[src/rtl/updown_bounce_counter_pkg.sv]
// ============================================================================
// updown_bounce_counter_pkg : shared mode and direction encodings
// Rev 1.0
// ============================================================================
`default_nettype none

package updown_bounce_counter_pkg;

  localparam logic [1:0] MODE_UP_WRAP = 2'b00;
  localparam logic [1:0] MODE_DN_WRAP = 2'b01;
  localparam logic [1:0] MODE_BOUNCE  = 2'b10;
  localparam logic [1:0] MODE_HOLD    = 2'b11;

  localparam logic DIR_UP = 1'b1;
  localparam logic DIR_DN = 1'b0;

endpackage

`default_nettype wire

[src/rtl/updown_next_calc.sv]
// ============================================================================
// updown_next_calc : combinational step function for the bounded up/down counter
// Rev 1.0
// ============================================================================
`default_nettype none

module updown_next_calc #(
  parameter int WIDTH = 4
) (
  input  logic [WIDTH-1:0] count,
  input  logic             dir,
  input  logic [1:0]       mode,
  input  logic [WIDTH-1:0] lo,
  input  logic [WIDTH-1:0] hi,
  output logic [WIDTH-1:0] nxt_count,
  output logic             nxt_dir,
  output logic             nxt_turn,
  output logic             nxt_err
);

  import updown_bounce_counter_pkg::*;

  logic w_bad_bounds;
  logic w_single;
  logic w_out_of_range;
  logic w_at_lo;
  logic w_at_hi;

  assign w_bad_bounds   = (lo > hi);
  assign w_single       = (lo == hi);
  assign w_out_of_range = (count < lo) || (count > hi);
  assign w_at_lo        = (count == lo);
  assign w_at_hi        = (count == hi);

  // +1/-1 are only taken strictly inside [lo,hi], so they can never carry or borrow.
  always_comb begin
    nxt_count = count;
    nxt_dir   = dir;
    nxt_turn  = 1'b0;
    nxt_err   = w_bad_bounds;
    if (w_bad_bounds) begin
      nxt_count = count;
    end else if (w_single) begin
      nxt_count = lo;
    end else if (w_out_of_range) begin
      nxt_count = lo;
      nxt_dir   = DIR_UP;
      nxt_turn  = 1'b1;
    end else begin
      case (mode)
        MODE_UP_WRAP: begin
          nxt_dir = DIR_UP;
          if (w_at_hi) begin
            nxt_count = lo;
            nxt_turn  = 1'b1;
          end else begin
            nxt_count = count + 1'b1;
          end
        end
        MODE_DN_WRAP: begin
          nxt_dir = DIR_DN;
          if (w_at_lo) begin
            nxt_count = hi;
            nxt_turn  = 1'b1;
          end else begin
            nxt_count = count - 1'b1;
          end
        end
        MODE_BOUNCE: begin
          if (dir == DIR_UP) begin
            if (w_at_hi) begin
              nxt_count = count - 1'b1;
              nxt_dir   = DIR_DN;
              nxt_turn  = 1'b1;
            end else begin
              nxt_count = count + 1'b1;
            end
          end else begin
            if (w_at_lo) begin
              nxt_count = count + 1'b1;
              nxt_dir   = DIR_UP;
              nxt_turn  = 1'b1;
            end else begin
              nxt_count = count - 1'b1;
            end
          end
        end
        default: begin
          nxt_count = count;
        end
      endcase
    end
  end

endmodule

`default_nettype wire

[src/rtl/updown_bounce_counter.sv]
// ============================================================================
// updown_bounce_counter : bounded up/down/bounce counter with load and status flags
// Rev 1.0
// ============================================================================
`default_nettype none

module updown_bounce_counter #(
  parameter int               WIDTH   = 4,
  parameter logic [WIDTH-1:0] RST_VAL = '0,
  parameter logic             RST_DIR = 1'b1
) (
  input  logic             clk,
  input  logic             rst,
  input  logic             en,
  input  logic [1:0]       mode,
  input  logic [WIDTH-1:0] lo,
  input  logic [WIDTH-1:0] hi,
  input  logic             load,
  input  logic [WIDTH-1:0] load_val,
  input  logic             load_dir,
  output logic [WIDTH-1:0] count,
  output logic             dir,
  output logic             turn,
  output logic             bnd_err
);

  import updown_bounce_counter_pkg::*;

  logic [WIDTH-1:0] r_count;
  logic             r_dir;
  logic             r_turn;
  logic             r_err;

  logic [WIDTH-1:0] w_nxt_count;
  logic             w_nxt_dir;
  logic             w_nxt_turn;
  logic             w_nxt_err;
  logic             w_step;

  assign w_step = en && (mode != MODE_HOLD);

  updown_next_calc #(
    .WIDTH (WIDTH)
  ) u_next_calc (
    .count     (r_count),
    .dir       (r_dir),
    .mode      (mode),
    .lo        (lo),
    .hi        (hi),
    .nxt_count (w_nxt_count),
    .nxt_dir   (w_nxt_dir),
    .nxt_turn  (w_nxt_turn),
    .nxt_err   (w_nxt_err)
  );

  // Invalid bounds freeze count/dir even on a load cycle; only bnd_err moves.
  always_ff @(posedge clk or posedge rst) begin
    if (rst) begin
      r_count <= RST_VAL;
      r_dir   <= RST_DIR;
      r_turn  <= 1'b0;
      r_err   <= 1'b0;
    end else if (load) begin
      r_turn <= 1'b0;
      r_err  <= w_nxt_err;
      if (!w_nxt_err) begin
        r_count <= load_val;
        r_dir   <= load_dir;
      end
    end else if (w_step) begin
      r_count <= w_nxt_count;
      r_dir   <= w_nxt_dir;
      r_turn  <= w_nxt_turn;
      r_err   <= w_nxt_err;
    end else begin
      r_turn <= 1'b0;
    end
  end

  assign count   = r_count;
  assign dir     = r_dir;
  assign turn    = r_turn;
  assign bnd_err = r_err;

endmodule

`default_nettype wire

[config.mk]
export PLATFORM = sky130hd
export DESIGN_NAME = updown_bounce_counter
export DESIGN_NICKNAME = d
export VERILOG_FILES = /design/src/rtl/updown_bounce_counter_pkg.sv /design/src/rtl/updown_next_calc.sv /design/src/rtl/updown_bounce_counter.sv
export SDC_FILE = /design/constraint.sdc
export NUM_CORES = 1
export LEC_CHECK = 0
export ABC_CLOCK_PERIOD_IN_PS = 6500
export CAP_MARGIN = 0
export CORE_MARGIN = 2
export CORE_UTILIZATION = 40
export DETAILED_ROUTE_END_ITERATION = 8
export PLACE_DENSITY_LB_ADDON = 0.08
export SLEW_MARGIN = 10
export SYNTH_ARGS = -nofsm -noshare
export SYNTH_HDL_FRONTEND = slang
export SYNTH_SLANG_ARGS = --single-unit
[constraint.sdc]
create_clock -name clk -period 6.5 [get_ports clk]
set_input_delay 0.975 -clock clk [delete_from_list [all_inputs] [get_ports clk]]
set_output_delay 0.975 -clock clk [all_outputs]
set_load 0.1 [all_outputs]
* Word level (Yosys, flattened, before mapping)
Index checks and enable logic that the tools add are counted.
** Word-level totals
- Flip-flop bits (word level) :: 7
- Input port bits :: 19
- Output and inout bits :: 7
- Word-level logic and storage cells :: 57
** Cells by class
- Add/subtract/negate cells :: 2
- Order comparisons :: 3
- Equal/unequal tests :: 7
- Multiplexer cells :: 32
- Bitwise operators :: 1
- Reductions and logical operators :: 8
** Operators with widths (count)
- $mux W4 :: 11
- $mux W1 :: 18
- $eq A4 B4 Y1 :: 3
- $pmux W4 S3 :: 1
- $gt A4 B4 Y1 :: 2
- $pmux W1 S3 :: 2
- $reduce_bool A6 Y1 :: 1
- $reduce_bool A5 Y1 :: 1
- $add A4 B1 Y4 const B :: 1
- $lt A4 B4 Y1 :: 1
- $ne A2 B2 Y1 const B :: 2
- $reduce_and A4 Y1 :: 1
- $sub A4 B1 Y4 const B :: 1
- $reduce_and A3 Y1 :: 1
- $eq A2 B1 Y1 const B :: 1
- $eq A2 B2 Y1 const B :: 1
- $logic_not A2 Y1 :: 1
- $reduce_bool A2 Y1 :: 1
- $logic_and A1 B1 Y1 :: 1
- $logic_or A1 B1 Y1 :: 1
- $not A1 Y1 :: 1

* Longest topological paths before layout
- Depth after elaboration :: 9
- Mapped depth :: 9
- Mapped depth without buffers :: 8

* Modules after synthesis
A second synthesis with hierarchy kept.
** Second synthesis, totals
- Cells, all modules :: 131
- Area total of the unflattened synthesis :: 1138.6 um^2
** Modules (own cells, without submodules)
- updown_next_calc :: instances 1, cells each 107, area an instance 777.0 um^2, sequential area each 0.0 um^2
- updown_bounce_counter :: instances 1, cells each 24, area an instance 361.6 um^2, sequential area each 176.4 um^2

* Least setup slack after synthesis
No wires, ideal clock.
- Path type :: flip-flop to flip-flop
- From :: register r_count[0], in the netlist count[0]
- To :: register r_count[3], in the netlist count[3]
- Setup time :: 131 ps
- Data arrival time :: 2584 ps
- Required time :: 6369 ps
- Path slack :: 3785 ps
- Stages on the path, launching flop included :: 9
- Buffers on the path :: 0
- Clock period less this slack :: 2715 ps
- Path through :: dfrtp_1 inv_1 ha_1 and4_2 mux2i_4 a22oi_2 o2111ai_1 a221oi_1 o31ai_1
** On the way
- Cells in the longest elaborated chain, start to end :: 9
- Elaborated cells between the ends (all ways) :: 20
- Classes of those cells :: add/sub (2); order compare (2); eq/ne (2); mux (11); reduce/logical (3)
** RTL lines
- start, declared :: RTL line updown_bounce_counter.sv:29 : logic [WIDTH-1:0] r_count;
- start signal, assigned :: RTL line updown_bounce_counter.sv:67 : r_count <= load_val;
- start signal, assigned :: RTL line updown_bounce_counter.sv:71 : r_count <= w_nxt_count;
- $sub A4 B1 Y4, or another cell as far along :: RTL line updown_next_calc.sv:66, updown_next_calc.sv:72, updown_next_calc.sv:84
- $mux W4 (on tied branches) :: RTL line updown_next_calc.sv:79, updown_next_calc.sv:71
- $mux W4 :: RTL line updown_next_calc.sv:70 : if (dir == DIR_UP) begin
- $pmux W4 S3 :: RTL line updown_next_calc.sv:50 : case (mode)
- $mux W4 :: RTL line updown_next_calc.sv:45 : end else if (w_out_of_range) begin
- $mux W4 :: RTL line updown_next_calc.sv:43 : end else if (w_single) begin
- $mux W4 :: RTL line updown_next_calc.sv:41 : if (w_bad_bounds) begin
- $mux W4 :: RTL line updown_bounce_counter.sv:70 : end else if (w_step) begin
- $mux W4 :: RTL line updown_bounce_counter.sv:63 : end else if (load) begin
Parallel ways exist; a longest one is shown, timed or not. The select of a mux whose other input is x is not followed.
A chain may end at the register's enable or synchronous reset.

* Final worst setup path
- From :: input port hi[1]
- To :: register r_count[0], in the netlist count[0]
** On the way
- Cells in the longest elaborated chain, start to end :: 9
- Elaborated cells between the ends (all ways) :: 17
- Classes of those cells :: order compare (2); eq/ne (2); mux (9); bitwise (1); reduce/logical (3)
** RTL lines
- start, declared :: RTL line updown_bounce_counter.sv:17 : input logic [WIDTH-1:0] hi,
- $eq A4 B4 Y1 :: RTL line updown_next_calc.sv:33 : assign w_at_hi = (count == hi);
- $mux W4 :: RTL line updown_next_calc.sv:71 : if (w_at_hi) begin
- $mux W4 :: RTL line updown_next_calc.sv:70
- $pmux W4 S3 :: RTL line updown_next_calc.sv:50
- $mux W4 :: RTL line updown_next_calc.sv:45
- $mux W4 :: RTL line updown_next_calc.sv:43
- $mux W4 :: RTL line updown_next_calc.sv:41
- $mux W4 :: RTL line updown_bounce_counter.sv:70
- $mux W4 :: RTL line updown_bounce_counter.sv:63
Parallel ways exist; a longest one is shown, timed or not. The select of a mux whose other input is x is not followed.

==> out/qor.yml <==
sta:
  fin_skew_ns: 0.00131
  max_freq_mhz: 319
  tightest_slew_ns: 0.962
  drv_slew: 0
  hold_violations: 0
  holdWs_ns: 0.519
  tns_ns: 0
  setup_violations: 0
  period_minus_slack_ns: 3.14
  rsz0062_at_grt: "no"
  slew_headroom_pct: 35.7
  fin_crit_sh_pct: 48.3
synthesis:
  synthCells: 141
  netlist_area_um2: 1160
  synth-compound-area-share_pct: 28.6
  synth_top_family_by_area: "compound AO/OA/AOI/OAI gates"
  avgSynthCellArea_um2: 8.23
  synth-edff-count: 0
  muxShareOfSynthArea_pct: 6.69
  ys_types: 44
  async_reset_ff_share_pct: 100
  synth_area_leaders: "ha_1 (19%), dfrtp_1 (13%), inv_1 (4.9%), mux2i_4 (3.9%), nand3_1 (3.5%)"
  synthFlopType: "dfrtp_1"
  ys_ff_latch: 7
  synthXorXnorAreaFrac_pct: 3.02
  synth_nets: 178
  synthAdderAreaFrac_pct: 19.4
  seq_area_frac_synth_pct: 15.2
  ys_warn_count: 0
  synth_top_area_share_pct: 19.4
  synthSimpleGateAreaFrac_pct: 20.5
  yosysTopAreaCell: "ha_1"
layout:
  area_delta_synth_final_pct: 25.5
  layout_common_cells: "clkdlybuf4s50_1 (25), ha_1 (18), inv_1 (15), nor2_1 (10)"
  fin_nets: 204
  layout.cells.non_filler: 197
  layout_commonest_cell: "clkdlybuf4s50_1"
  fin_area_um2: 1460
  n_antenna_cell: 0
  fill_cells: 269
  final_util_pct: 52.8
  drive_gt1_share_pct: 9.64
clock_tree:
  htree_levels: 1
  clock_latency_ns: 0.25
  numClockSinks: 7
  post-cts-setup-buffers: 0
  clkTransAtPathRegs_ns: 0.05
  clk_path_buf_depth: 2
  root_buffer: "clkbuf_4"
  cts_tree: "yes"
  cts_resized: 0
  postCtsHoldBufs: 0
  numCtsBuffers: 3
critical_path:
  path_max_fanout: 5
  reg2reg_from: "count[1]"
  cp-end-kind: "flip-flop"
  critical_path_class: "in -> reg"
  worst_r2r_path_depth: 7
  reg2reg_slack_ns: 4.11
  r2r-end: "count[0]"
  endpoint: "count[0]"
  startpoint: "hi[1]"
  start_kind: "input pin"
  worstPathArrival_ns: 3.27
  critical_path_required_ns: 6.63
global_routing:
  grt_pass1_wl_um: 5520
  first_global_vias: 1186
  grt_start_max_net_pins: 11
  antenna_found_initial: 0
  overflow: 0
  grt_usage_pct: 21.8
route:
  dr.pass1.iters: 4
  drt_iter0_drc: 46
  drc: 0
  vias: 1176
  post_drt_wl_per_cell_um: 17.1
  via_per_inst: 5.97
  routed_wl_um: 3370
  drtAntennaViolNets: 0
min_path:
  min_path_type: "reg -> reg"
flow_run:
  maxCapViolCount: 0
place:
  dp_hpwl_um: 2810
  placed_cell_area_um2: 1430
  gp_congestion: 1.00
  io_buffers: 25
  dp.cells: 193
power:
  total_leakage_power_nw: 0.636
  vdd_drop_max_mv: 0.349
  powerDensity_nw_per_um2: 364
floorplan:
  initial_core_util_pct: 42.1
  core_um2: 2760
  die_h_um: 57.9
  io_pins: 26
  core.rowCount: 19
  fp.dieW_um: 57.9
  die-area_um2: 3350
status:
  status: "finished clean"
[state kept, by name, indices dropped and copies added (netlist names)]
| signal | cells |
|---|---|
| bnd_err | 1 |
| count | 4 |
| dir | 1 |
| turn | 1 |
[report_power, final]
group	internal, mW	total, mW	switching [mW]	leakage (nW)
Sequential	0.0584	0.0920	0.0337	0.0837
Combinational	0.141	0.399	0.258	0.537
Clock	0.0234	0.0390	0.0156	0.0150
[Yosys cell counts (2+ instances only)]
library cell and number:
a31oi_1 2, a221oi_1 3, xnor2_1 2, a211oi_1 3, nand2_1 8, o21ai_2 2
ha_1 18, nand3_1 8, nor2_1 10, inv_1 15, mux2_2 2, o2111ai_1 2
nor2b_1 4, o21ai_1 2, buf_2 3, dfrtp_1 6, o21a_1 2, o211ai_1 2
xor2_1 2, o31ai_1 4, nor3_1 4, a21oi_1 4, o211a_1 2, o21ai_0 8
nand4_1 2, mux2i_4 2, nand2b_1 2
[cell families (layout without fill, tap and decap cells)]
kind of cell / Yosys count / count (layout)
AOI/OAI and AO/OA: 45 / 45
and+or+nand+nor: 43 / 43
xor gates and xnor gates: 4 / 4
muxes: 5 / 5
buffers and inverters: 19 / 44
adders and majority gates: 18 / 18
DFF: 7 / 7
[routing by layer]
layer | vias to the layer above | track usage (%) | part of all wire [%]
li1 | 587 | - | -
met1 | 560 | 29.7 | 49
met2 | 29 | 37.5 | 47
met3 | 0 | 3.35 | 4.4
met4 | 0 | 2.66 | 0
met5 | - | 0 | 0
[per-stage QoR]
stage | power, mW | setup WS, ns
after floorplan | 0.390 | 3.79
after global placement | 0.486 | 3.13
after detailed placement | 0.489 | 3.14
after CTS | 0.531 | 3.39
after global routing | 0.570 | 3.26
final | 0.530 | 3.36
[critical path, cell delays in order]
cell	delay (ns)
clkdlybuf4s50_1	0.48
inv_1	0.08
ha_1	0.33
nor2b_1	0.14
o211a_1	0.22
o21ai_2	0.26
nand2_1	0.16
o21ai_2	0.26
mux2_2	0.36
[layout make-up]
type,count,area (um^2),share of cell area (%)
tap,31,38.8,2.67
multi-input combinational,115,907,62.3
clock buffer,4,26.3,1.81
timing repair buffer,25,250,17.2
inverter,15,56.3,3.87
sequential,7,176,12.1
[worst min-delay path by stage]
stage	start	endpoint	slack [ns]	depth (start not counted)
2_1_floorplan	rst	bnd_err	0.78	1
3_3_place_gp	bnd_err	bnd_err	0.50	2
3_5_place_dp	bnd_err	bnd_err	0.52	2
4_1_cts	bnd_err	bnd_err	0.53	2
6_report	bnd_err	bnd_err	0.52	2
5_1_grt	bnd_err	bnd_err	0.56	2
Note: power is estimated with default switching activity, not from simulation.
